===== src/rtl/ioctl_pkg.sv =====
// Shared types and sizing helpers for the ioctl wide-word writer.
package ioctl_pkg;

  // Byte address width of the data_io download port.
  localparam int IOCTL_ADDR_W = 25;

  // Default word geometry. The sizes below are used when the writer is not overridden.
  localparam int DEF_DW = 16;
  localparam int DEF_AW = 24;

  // Byte-packing accumulator state.
  typedef enum logic {
    ACC_EMPTY   = 1'b0,
    ACC_PARTIAL = 1'b1
  } acc_state_e;

  // Number of byte lanes in a DW-bit word.
  function automatic int lanes_of(input int dw);
    return dw / 8;
  endfunction

  // Lane index width. A single-lane word has no lane bits.
  function automatic int lane_w_of(input int dw);
    return (dw / 8 > 1) ? $clog2(dw / 8) : 0;
  endfunction

  // Width of one FIFO entry {addr, data, be}.
  function automatic int fw_of(input int aw, input int dw);
    return aw + dw + dw / 8;
  endfunction

  localparam int LANES  = lanes_of(DEF_DW);
  localparam int LANE_W = lane_w_of(DEF_DW);
  localparam int FW     = fw_of(DEF_AW, DEF_DW);

  // FIFO entry record for the default geometry. The writer declares the same layout
  // for its own DW/AW.
  typedef struct packed {
    logic [DEF_AW-1:0] addr;
    logic [DEF_DW-1:0] data;
    logic [LANES-1:0]  be;
  } entry_t;

endpackage


===== src/rtl/ioctl_fifo.sv =====
// Synchronous show-ahead FIFO. The head entry is readable combinationally while
// empty=0. Push and pop may both happen in the same cycle, including when full.
module ioctl_fifo #(
  parameter int W     = 8,
  parameter int DEPTH = 16
) (
  input  logic         clk_sys,
  input  logic         reset_n,
  input  logic         push,
  input  logic         pop,
  input  logic [W-1:0] din,
  output logic         full,
  output logic         empty,
  output logic [W-1:0] head
);

  localparam int PW = $clog2(DEPTH);

  // The storage is small. It is read asynchronously so that a word pushed into an
  // empty FIFO is visible at the head on the very next cycle.
  logic [W-1:0] mem [DEPTH];
  logic [PW:0]  wr_ptr_reg;
  logic [PW:0]  rd_ptr_reg;
  logic         push_ok;
  logic         pop_ok;

  assign empty   = (wr_ptr_reg == rd_ptr_reg);
  assign full    = (wr_ptr_reg[PW] != rd_ptr_reg[PW]) &&
                   (wr_ptr_reg[PW-1:0] == rd_ptr_reg[PW-1:0]);
  assign pop_ok  = pop && !empty;
  assign push_ok = push && (!full || pop_ok);
  assign head    = mem[rd_ptr_reg[PW-1:0]];

  // Write the storage array. The array is not reset, so it maps onto plain RAM.
  always_ff @(posedge clk_sys) begin
    if (push_ok) begin
      mem[wr_ptr_reg[PW-1:0]] <= din;
    end
  end

  // Advance the pointers. The extra MSB distinguishes the full state from the empty state.
  always_ff @(posedge clk_sys) begin
    if (!reset_n) begin
      wr_ptr_reg <= '0;
      rd_ptr_reg <= '0;
    end else begin
      if (push_ok) wr_ptr_reg <= wr_ptr_reg + 1'b1;
      if (pop_ok)  rd_ptr_reg <= rd_ptr_reg + 1'b1;
    end
  end

endmodule


===== src/rtl/ioctl_wide_writer.sv =====
// Packs the ioctl byte stream into DW-bit words with byte enables. The words are
// queued in a FIFO and drained to a memory port over a req/ack handshake.
module ioctl_wide_writer
  import ioctl_pkg::*;
#(
  parameter int         DW          = 16,
  parameter int         AW          = 24,
  parameter int         DEPTH       = 16,
  parameter bit         BIG_ENDIAN  = 1'b0,
  parameter logic [7:0] INDEX_MASK  = 8'h00,
  parameter logic [7:0] INDEX_MATCH = 8'h00
) (
  input  logic                    clk_sys,
  input  logic                    reset_n,
  input  logic                    ioctl_download,
  input  logic [7:0]              ioctl_index,
  input  logic                    ioctl_wr,
  input  logic [IOCTL_ADDR_W-1:0] ioctl_addr,
  input  logic [7:0]              ioctl_dout,
  output logic                    mem_req,
  input  logic                    mem_ack,
  output logic [AW-1:0]           mem_addr,
  output logic [DW-1:0]           mem_din,
  output logic [DW/8-1:0]         mem_be,
  output logic                    busy,
  output logic                    overflow,
  output logic                    done,
  output logic [AW-1:0]           word_count
);

  localparam int NLANES = lanes_of(DW);
  localparam int LW     = lane_w_of(DW);
  localparam int LIW    = (LW > 0) ? LW : 1;
  localparam int EW     = fw_of(AW, DW);

  typedef struct packed {
    logic [AW-1:0]     addr;
    logic [DW-1:0]     data;
    logic [NLANES-1:0] be;
  } word_entry_t;

  acc_state_e        state_reg, state_next;
  logic [AW-1:0]     acc_addr_reg, acc_addr_next;
  logic [DW-1:0]     acc_data_reg, acc_data_next;
  logic [NLANES-1:0] acc_be_reg, acc_be_next;
  logic              dl_prev_reg;
  logic              overflow_reg;
  logic              done_pending_reg;
  logic [AW-1:0]     word_count_reg;

  logic              accept, dl_rise, dl_fall, cur_partial, last_lane;
  logic [LIW-1:0]    lane;
  logic [AW-1:0]     word_addr;
  logic [NLANES-1:0] lane_hit;
  logic [DW-1:0]     fresh_data, merged_data;
  logic [NLANES-1:0] merged_be;
  logic              push, push_ok, pop;
  word_entry_t       push_entry, head_entry;
  logic              fifo_full, fifo_empty;
  logic [EW-1:0]     fifo_head;

  assign accept    = ioctl_wr && ioctl_download &&
                     ((ioctl_index & INDEX_MASK) == INDEX_MATCH);
  assign dl_rise   = ioctl_download && !dl_prev_reg;
  assign dl_fall   = !ioctl_download && dl_prev_reg;
  assign word_addr = AW'(ioctl_addr >> LW);
  // A download restart throws away whatever partial word was left over.
  assign cur_partial = (state_reg == ACC_PARTIAL) && !dl_rise;
  assign last_lane   = (lane == LIW'(NLANES - 1));

  generate
    if (LW == 0) begin : g_lane_single
      assign lane = '0;
    end else begin : g_lane_multi
      assign lane = ioctl_addr[LW-1:0];
    end
    // Each physical byte position gi holds logical lane LOGICAL. The byte enables
    // follow the physical position, so they line up with the data.
    for (genvar gi = 0; gi < NLANES; gi++) begin : g_lane
      localparam int LOGICAL = BIG_ENDIAN ? (NLANES - 1 - gi) : gi;
      assign lane_hit[gi]           = (lane == LIW'(LOGICAL));
      assign fresh_data[gi*8 +: 8]  = lane_hit[gi] ? ioctl_dout : 8'h00;
      assign merged_data[gi*8 +: 8] = lane_hit[gi] ? ioctl_dout :
                                      (cur_partial ? acc_data_reg[gi*8 +: 8] : 8'h00);
      assign merged_be[gi]          = lane_hit[gi] | (cur_partial & acc_be_reg[gi]);
    end
  endgenerate

  // State register for the accumulator.
  always_ff @(posedge clk_sys) begin
    if (!reset_n) begin
      state_reg    <= ACC_EMPTY;
      acc_addr_reg <= '0;
      acc_data_reg <= '0;
      acc_be_reg   <= '0;
    end else begin
      state_reg    <= state_next;
      acc_addr_reg <= acc_addr_next;
      acc_data_reg <= acc_data_next;
      acc_be_reg   <= acc_be_next;
    end
  end

  // Next accumulator state and push decision. Every case issues at most one push.
  always_comb begin
    state_next      = state_reg;
    acc_addr_next   = acc_addr_reg;
    acc_data_next   = acc_data_reg;
    acc_be_next     = acc_be_reg;
    push            = 1'b0;
    push_entry      = '0;
    if (accept) begin
      if (cur_partial && (acc_addr_reg != word_addr)) begin
        // New word address: retire the old partial word and start over with this byte.
        push            = 1'b1;
        push_entry.addr = acc_addr_reg;
        push_entry.data = acc_data_reg;
        push_entry.be   = acc_be_reg;
        state_next      = ACC_PARTIAL;
        acc_addr_next   = word_addr;
        acc_data_next   = fresh_data;
        acc_be_next     = lane_hit;
      end else if (last_lane) begin
        push            = 1'b1;
        push_entry.addr = word_addr;
        push_entry.data = merged_data;
        push_entry.be   = merged_be;
        state_next      = ACC_EMPTY;
        acc_addr_next   = '0;
        acc_data_next   = '0;
        acc_be_next     = '0;
      end else begin
        state_next      = ACC_PARTIAL;
        acc_addr_next   = word_addr;
        acc_data_next   = merged_data;
        acc_be_next     = merged_be;
      end
    end else if (dl_fall && (state_reg == ACC_PARTIAL)) begin
      // End of download: flush the partial word.
      push            = 1'b1;
      push_entry.addr = acc_addr_reg;
      push_entry.data = acc_data_reg;
      push_entry.be   = acc_be_reg;
      state_next      = ACC_EMPTY;
      acc_addr_next   = '0;
      acc_data_next   = '0;
      acc_be_next     = '0;
    end else if (dl_rise) begin
      state_next      = ACC_EMPTY;
      acc_addr_next   = '0;
      acc_data_next   = '0;
      acc_be_next     = '0;
    end
  end

  assign pop     = mem_ack && !fifo_empty;
  assign push_ok = push && (!fifo_full || pop);

  ioctl_fifo #(
    .W     (EW),
    .DEPTH (DEPTH)
  ) u_fifo (
    .clk_sys (clk_sys),
    .reset_n (reset_n),
    .push    (push),
    .pop     (pop),
    .din     (push_entry),
    .full    (fifo_full),
    .empty   (fifo_empty),
    .head    (fifo_head)
  );

  assign head_entry = word_entry_t'(fifo_head);

  // Track download edges, the overflow flag, the pushed-word count and the pending completion.
  always_ff @(posedge clk_sys) begin
    if (!reset_n) begin
      dl_prev_reg      <= 1'b0;
      overflow_reg     <= 1'b0;
      word_count_reg   <= '0;
      done_pending_reg <= 1'b0;
    end else begin
      dl_prev_reg <= ioctl_download;
      if (dl_rise)      word_count_reg <= push_ok ? AW'(1) : '0;
      else if (push_ok) word_count_reg <= word_count_reg + AW'(1);
      if (push && !push_ok) overflow_reg <= 1'b1;
      else if (dl_rise)     overflow_reg <= 1'b0;
      if (done)         done_pending_reg <= 1'b0;
      else if (dl_fall) done_pending_reg <= 1'b1;
    end
  end

  // Drive the outputs. The head is gated to zero while the FIFO is empty, so stale
  // RAM contents never appear on the port.
  always_comb begin
    mem_req    = !fifo_empty;
    mem_addr   = fifo_empty ? '0 : head_entry.addr;
    mem_din    = fifo_empty ? '0 : head_entry.data;
    mem_be     = fifo_empty ? '0 : head_entry.be;
    busy       = ioctl_download || (state_reg == ACC_PARTIAL) || !fifo_empty;
    done       = done_pending_reg && !ioctl_download &&
                 (state_reg == ACC_EMPTY) && fifo_empty;
    overflow   = overflow_reg;
    word_count = word_count_reg;
  end

endmodule


===== config.mk =====
export PLATFORM = sky130hd
export DESIGN_NAME = ioctl_wide_writer
export DESIGN_NICKNAME = d
export VERILOG_FILES = /design/src/rtl/ioctl_pkg.sv /design/src/rtl/ioctl_fifo.sv /design/src/rtl/ioctl_wide_writer.sv
export SDC_FILE = /design/constraint.sdc
export NUM_CORES = 1
export LEC_CHECK = 0
export ABC_AREA = 1
export BUFFER_PORTS_ARGS = -buffer_cell sky130_fd_sc_hd__buf_2
export CORE_ASPECT_RATIO = 1.2
export CORE_MARGIN = 5
export CORE_UTILIZATION = 35
export DETAILED_ROUTE_END_ITERATION = 8
export GPL_ROUTABILITY_DRIVEN = 0
export PLACE_DENSITY = 0.6
export SYNTH_ARGS = -nofsm -noshare
export SYNTH_HDL_FRONTEND = slang
export SYNTH_HIERARCHICAL = 1
export SYNTH_SLANG_ARGS = --single-unit

===== constraint.sdc =====
create_clock -name clk_sys -period 5.3 [get_ports clk_sys]
set_clock_uncertainty 0.05 [all_clocks]
set_input_delay 1.325 -clock clk_sys [delete_from_list [all_inputs] [get_ports clk_sys]]
set_output_delay 1.325 -clock clk_sys [all_outputs]
set_load 0.1 [all_outputs]

==> results of run 1 <==
-- cell type report --
cell class              instances  area (um2)  area share
clock buffers                  94        1950      0.0546
clock inverters                37         285     0.00800
flip-flops and latches        756       21900       0.613
multi-input cells            1622        8230       0.231
repair buffers                164        1240      0.0348
well taps                    1159        1450      0.0406
inverters                     170         648      0.0182
-- power by group through the flow --
stage	clock (mW)	sequential (mW)	combinational, mW
2_1_floorplan	0	6.59	0.574
3_3_place_gp	0	6.59	0.795
3_5_place_dp	0	6.59	0.801
4_1_cts	5.04	6.46	0.802
5_1_grt	5.29	6.46	0.868
6_report	4.93	6.46	0.792
-- Yosys cell counts (7+ instances only) --
cell type	instances	area, um2
nand4_1	21	131
inv_2	18	67.6
buf_2	50	250
o21ai_1	18	90.1
o211ai_1	60	450
o221ai_1	108	946
nor3_1	14	70.1
a21oi_1	59	295
nand2_1	289	1080
o22ai_2	17	213
dfxtp_1	84	1680
inv_1	150	563
xor2_1	9	78.8
edfxtp_1	672	20200
nor2_1	504	1890
buf_4	12	90.1
nand3_1	100	500
clkbuf_1	96	360
o22ai_1	35	219
nand2_2	7	43.8
o21ai_0	342	1710
-- worst max-delay path: cells and delay by family, from the launching register on --
kind / cells / cell delay, ns
flip-flops: 1 / 0.37
buffers and inverters: 3 / 1.16
AO/OA/AOI/OAI: 3 / 0.54
AND/OR/NAND/NOR: 2 / 0.37
-- metal layers --
metal  vias up  global-route usage
met5         -                   0
met4         0              0.0498
met3       120              0.0260
met2       643               0.276
met1     10300               0.225
li1       9905                   -
-- cells by family after synthesis --
logic type | after synthesis | share of synthesized area
DFF | 756 | 0.696
xor gates and xnor gates | 15 | 0.00418
adders and majority gates | 6 | 0.00239
AOI/OAI and AO/OA | 648 | 0.127
and+or+nand+nor | 953 | 0.125
buffers and inverters | 340 | 0.0455
-- through the flow --
step            util  hold slack, ns
6_report       0.400           0.413
5_1_grt        0.400           0.426
4_1_cts        0.400           0.411
3_5_place_dp   0.375           0.400
3_3_place_gp   0.375           0.395
2_1_floorplan      -           0.387
-- how the worst min path moves through the flow --
stage                                         end  depth (start not counted)
detailed placement  acc_data_reg[15]$_SDFFE_PN0P_                          2
CTS                 acc_data_reg[11]$_SDFFE_PN0P_                          2
global placement    acc_data_reg[14]$_SDFFE_PN0P_                          2
global route        acc_data_reg[11]$_SDFFE_PN0P_                          2
floorplan           acc_data_reg[10]$_SDFFE_PN0P_                          2
finish               acc_data_reg[8]$_SDFFE_PN0P_                          2
==> summary.md, run 1 <==
| Metric | Value |
|---|---|
| Sequential share of the synthesized area | 0.696 |
| Worst Max-Slew Pin Slew | approximately 1.3 ns |
| WL/cell | approximately 20 um |
| Most common cell after layout, fill and taps aside | edfxtp_1 |
| First-pass GRT wire length | around 120 mm |
| Post-synthesis async set-or-reset flop share | 0 |
| Worst Setup Path Type | reg -> out |
| Worst r2r path cells | 16 |
| Final setup fails | 0 |
| Die Wd | approximately 280 um |
| Post-synth top flop | edfxtp_1 |
| Clock Latency Late Sink | between 0.6 and 0.7 ns |
| Sink Count | between 700 and 800 |
| Worst-path clk slew | roughly 0.06 ns |
| Critical Path AT | between 3 and 4 ns |
| Int Pwr | around 9.4 mW |
| Synthesis-to-finish area growth | 13.6% |
| FF+latch count, synth | around 760 |
| Layout cell share with drive strength beyond 1 | 0.120 |
| Syn avg cell area | roughly 12 um2 |
| Top sig layer | met4 |
| Initial drt markers | 1,860 |
| Vias in the first global route | 20.4k |
| Maximum root-to-sink buffer count | 3 |
| Post-cts sizing count | 0 |
| Final Non-Filler Cells | roughly 4.0k |
| Wl on met1 | around 35 mm |
| Slowest stage cell, crit path | buf_12 |
| Data required time of the critical path | roughly 3.9 ns |
| DP Worst Slack | about 0.90 ns |
| Post-route design area | 35,700 um2 |
| Power, Total | 12.2 mW |
| Unrepaired setup endpoints after global routing | no |
| PwrDens | about 340 nW/um2 |
| Reg-to-reg endpoint | u_fifo/mem[10][31]$_DFFE_PP_ |
| Pleak | 12.5 nW |
| Most frequent cells in the layout | edfxtp_1, nor2_1, o21ai_0 |
| Routed wire length | roughly 82 mm |
| Worst Setup End Kind | primary output |
| Fillers | between 8k and 9k |
| Initial Utilization | 0.352 |
| CTS root buffer | clkbuf_16 |
| Area post-placement | roughly 33,000 um2 |
| Drt drc | 0 |
| Clock power share | 0.405 |
| Post-synth EDFFs | about 670 |
| Final Worst Setup Slack | approximately 0.64 ns |
| Hold_buf cts | 0 |
| Yosys warns | 6 |
| Switching Share | 0.227 |
| Max_cap viols | 0 |
| Via count | approximately 21k |
| Worst r2r src | acc_addr_reg[0]$_SDFFE_PN0P_ |
| Post-CTS setup buffer count | 0 |
| Post-route ant nets | 0 |
| Reg power frac | 0.530 |
| Peak VDD IR | between 0.2 and 0.25 mV |
| Std-Cell Rows | 120 |
| Startpoint Class | register |
| Drt pass-1 iters | 6 |
| Core Area | 89,200 um2 |
| Worst Hold Class | reg -> reg |
| Port buffer count | roughly 110 |
| Drt via density | 5.25 |
| Syn Nets | around 2.8k |
| Inst Count DP | slightly below 4k |
| Largest net degree at the start of global routing | approximately 200 |
| Slowest stage delay, CP | about 0.63 ns |
| Reg2reg setup slack | between 2 and 2.5 ns |
| Io pins | 116 |
| Status | finished clean |
| Synthesized cell area | roughly 31,000 um2 |
| Synth unique cells | 40 |
| Fmax | around 210 MHz |
| Final setup TNS | 0 ns |
| GRT Residual Overflow | 0 |
| Switching pwr | 2.77 mW |
| CTS tree | done |
| Synth Instances | ~2.7k |
| Headroom to the max-slew limit | 0.146 |
| Tcrit/Tclk final | 0.880 |
| Initial antenna violation count | 6 |
| Final hold vios | 0 |
| Hold path start | acc_data_reg[8]$_SDFFE_PN0P_ |
| Tmin final | between 4 and 5 ns |
| Crit-path max FO | 198 |
| Met3 WL post-DR | 4.87 mm |
| Cell Chain, Critical Path | buf_12, o21ai_0, o22ai_1, o211ai_1, nand2_1, inv_1, nor2_1, buf_2 |
| Comb power frac | 0.065 |
| Hpwl dp | ~44 mm |
| H-tree lvl count | 3 |
| GR Util All Layers | 0.166 |
| Max reg flops | around 670 |
| Die Y | about 340 um |
| Worst Setup EP | mem_din[9] |
| Slew Limit Fails | 0 |
| DIE AREA | about 96,000 um2 |
| TritonCTS Buffers | 74 |
| WL met2 | 39.5 mm |
| Antenna Cells | 0 |
| Final #Nets | between 2k and 3k |
Power figures use the tool's default switching activity.
==> inputs of run 2 (changes only) <==
--- a/config.mk
+++ b/config.mk
@@ -6,14 +6,14 @@
 export NUM_CORES = 1
 export LEC_CHECK = 0
 export ABC_AREA = 1
-export BUFFER_PORTS_ARGS = -buffer_cell sky130_fd_sc_hd__buf_2
 export CORE_ASPECT_RATIO = 1.2
-export CORE_MARGIN = 5
 export CORE_UTILIZATION = 35
 export DETAILED_ROUTE_END_ITERATION = 8
+export DONT_BUFFER_PORTS = 1
 export GPL_ROUTABILITY_DRIVEN = 0
-export PLACE_DENSITY = 0.6
+export PLACE_DENSITY = 0.59
 export SYNTH_ARGS = -nofsm -noshare
 export SYNTH_HDL_FRONTEND = slang
 export SYNTH_HIERARCHICAL = 1
 export SYNTH_SLANG_ARGS = --single-unit
+export TNS_END_PERCENT = 1
==> summary.md, run 2 (synthesis results as in run 1) <==
| Metric | Value |
|---|---|
| DIE AREA | 90,900 um2 (-5.1%) |
| Startpoint Class | register |
| Die Y | 330 um (-2.4%) |
| Reg power frac | 0.531 (about the same) |
| Slew Limit Fails | 0 (unchanged) |
| Reg area | 21,900 um2 (unchanged) |
| Initial Utilization | 0.353 (+0.000594) |
| Critical Path AT | 3.51 ns (+0.22 ns) |
| Headroom to the max-slew limit | 0.217 (+0.0715) |
| Max reg flops | 672 (unchanged) |
| Drt pass-1 iters | 5 (-1) |
| Crit-path max FO | 117 (-41%) |
| Routed wire length | 81.6 mm (about the same) |
| Int Pwr | 9.42 mW (about the same) |
| Final #Nets | 2,780 (-2.1%) |
| Vias in the first global route | 19.9k (-2.7%) |
| WL met2 | 39.8 mm (+0.79%) |
| Final hold vios | 0 (unchanged) |
| Sink Count | 756 (unchanged) |
| Synthesis-to-finish area growth | 13.5% |
| Hpwl dp | 43.2 mm (-1.5%) |
| Post-route ant nets | 0 (unchanged) |
| Layout cell share with drive strength beyond 1 | 0.120 (+0.000149) |
| Std-Cell Rows | 120 (unchanged) |
| Final Non-Filler Cells | 3,940 (-1.5%) |
| Hold path start | acc_data_reg[15]$_SDFFE_PN0P_ |
| Worst r2r src | u_fifo/wr_ptr_reg[2]$_SDFFE_PN0P_ |
| Met3 WL post-DR | 5.00 mm (+2.6%) |
| Io pins | 116 (unchanged) |
| Max_cap viols | 0 (unchanged) |
| Worst-path clk slew | 0.07 ns (about the same) |
| Worst Setup Path Type | reg -> out |
| Multi-input gate area | 8340 um2 (+1.3%) |
| Port buffer count | 0 (-100%) |
| Switching pwr | 2.77 mW (about the same) |
| GRT Residual Overflow | 0 (unchanged) |
| Switching Share | 0.227 (about the same) |
| Top sig layer | met4 |
| Core Area | 89,000 um2 (-0.17%) |
| Clock power share | 0.405 (about the same) |
| Peak VDD IR | 0.258 mV (+11%) |
| Data required time of the critical path | 3.92 ns (about the same) |
| WL/cell | 20.7 um (+1.6%) |
| Worst Hold Class | reg -> reg |
| Drt via density | 5.27 (+0.43%) |
| Inst Count DP | 3,816 (-1.4%) |
| Initial antenna violation count | 0 (-6) |
| Worst Max-Slew Pin Slew | 1.17 ns (-0.115 ns) |
| H-tree lvl count | 3 (unchanged) |
| Die Wd | 275 um (-2.8%) |
| Wl on met1 | 34.9 mm (-1.1%) |
| Most frequent cells in the layout | edfxtp_1, nor2_1, o21ai_0 |
| Final setup fails | 0 (unchanged) |
| Worst Setup End Kind | primary output |
| First-pass GRT wire length | 121 mm (-2.0%) |
| Hold_buf cts | 0 (unchanged) |
| Maximum root-to-sink buffer count | 3 (unchanged) |
| Via count | 20.8k (-1.1%) |
| Comb power frac | 0.064 (about the same) |
| Antenna Cells | 0 (unchanged) |
| TritonCTS Buffers | 69 (-6.8%) |
| Most common cell after layout, fill and taps aside | edfxtp_1 |
| Unrepaired setup endpoints after global routing | no |
| Fmax | 205 MHz (-4.5%) |
| Final setup TNS | 0 ns (unchanged) |
| Post-cts sizing count | 0 (unchanged) |
| Fillers | 8,382 (-1.2%) |
| GR Util All Layers | 0.178 (+0.0125) |
| Status | finished clean |
| Initial drt markers | 1,626 (-13%) |
| Pleak | 12.2 nW (-2.2%) |
| CTS tree | done |
| Tcrit/Tclk final | 0.922 (+0.0418) |
| Tmin final | 4.89 ns (+0.221 ns) |
| Power, Total | 12.2 mW (about the same) |
| Largest net degree at the start of global routing | 118 (-41%) |
| Finished Core Util | 0.400 (about the same) |
| Drt drc | 0 (unchanged) |
| CTS root buffer | clkbuf_16 |
| Post-CTS setup buffer count | 0 (unchanged) |
| Clock Latency Late Sink | 0.61 ns (about the same) |
| PwrDens | 342 nW/um2 (+0.16%) |
-- run 2: cell types whose count changed in the layout (fill, tap and decap cells not counted), moves of 4 or more --
cell	before	now
buf_2	106	0
clkinv_2	11	7
buf_4	36	86
clkbuf_16	75	71
clkbuf_8	0	5
nor2_2	4	47
inv_6	3	7
clkinv_1	19	9
nor2_1	487	444
-- run 2: path summary, 6_finish.rpt --
path                                                 endpoint  cells past startpoint  slack (ns)
worst max-delay path                             mem_addr[17]                      9        0.41
worst max register to register   u_fifo/mem[14][32]$_DFFE_PP_                     13        1.70
worst min register to register  acc_data_reg[15]$_SDFFE_PN0P_                      2        0.41
worst min-delay path            acc_data_reg[15]$_SDFFE_PN0P_                      2        0.41
-- run 2: power groups by stage --
| stage | registers (mW) | clock network [mW] | logic [mW] |
|---|---|---|---|
| final | 6.48 | 4.94 | 0.785 |
| after global routing | 6.48 | 5.22 | 0.854 |
| after CTS | 6.48 | 5.02 | 0.793 |
| after detailed placement | 6.61 | 0 | 0.792 |
| after global placement | 6.60 | 0 | 0.785 |
| after floorplan | 6.59 | 0 | 0.574 |
-- run 2: metrics by stage --
| step | setup slack, ns | hold slack [ns] | instance area (um2) |
|---|---|---|---|
| 2_1_floorplan | 0.126 | 0.387 | 31400 |
| 3_3_place_gp | 1.07 | 0.396 | 33400 |
| 3_5_place_dp | 1.06 | 0.399 | 33400 |
| 4_1_cts | 0.409 | 0.409 | 35600 |
| 5_1_grt | 0.201 | 0.425 | 35600 |
| 6_report | 0.414 | 0.410 | 35600 |
-- run 2: layout make-up --
cell class	instances	area share
flip-flops and latches	756	0.614
multi-input cells	1622	0.234
clock buffers	93	0.0536
well taps	1159	0.0407
repair buffers	109	0.0310
inverters	170	0.0182
clock inverters	31	0.00864
-- run 2: worst max-delay path, stage by stage, from the launching register on --
cell and delay (ns):
dfxtp_4 0.78, buf_12 0.44, buf_4 0.42, o21ai_0 0.14
o221ai_1 0.23, nand3_1 0.10, nand2_1 0.19, inv_1 0.08
nor2_2 0.08, buf_4 0.29
-- run 2: metal layers --
| metal | track usage | up-vias |
|---|---|---|
| met1 | 0.231 | 10200 |
| met3 | 0.0331 | 113 |
| met5 | 0 | - |
| met2 | 0.301 | 657 |
| li1 | - | 9766 |
| met4 | 0.0571 | 0 |
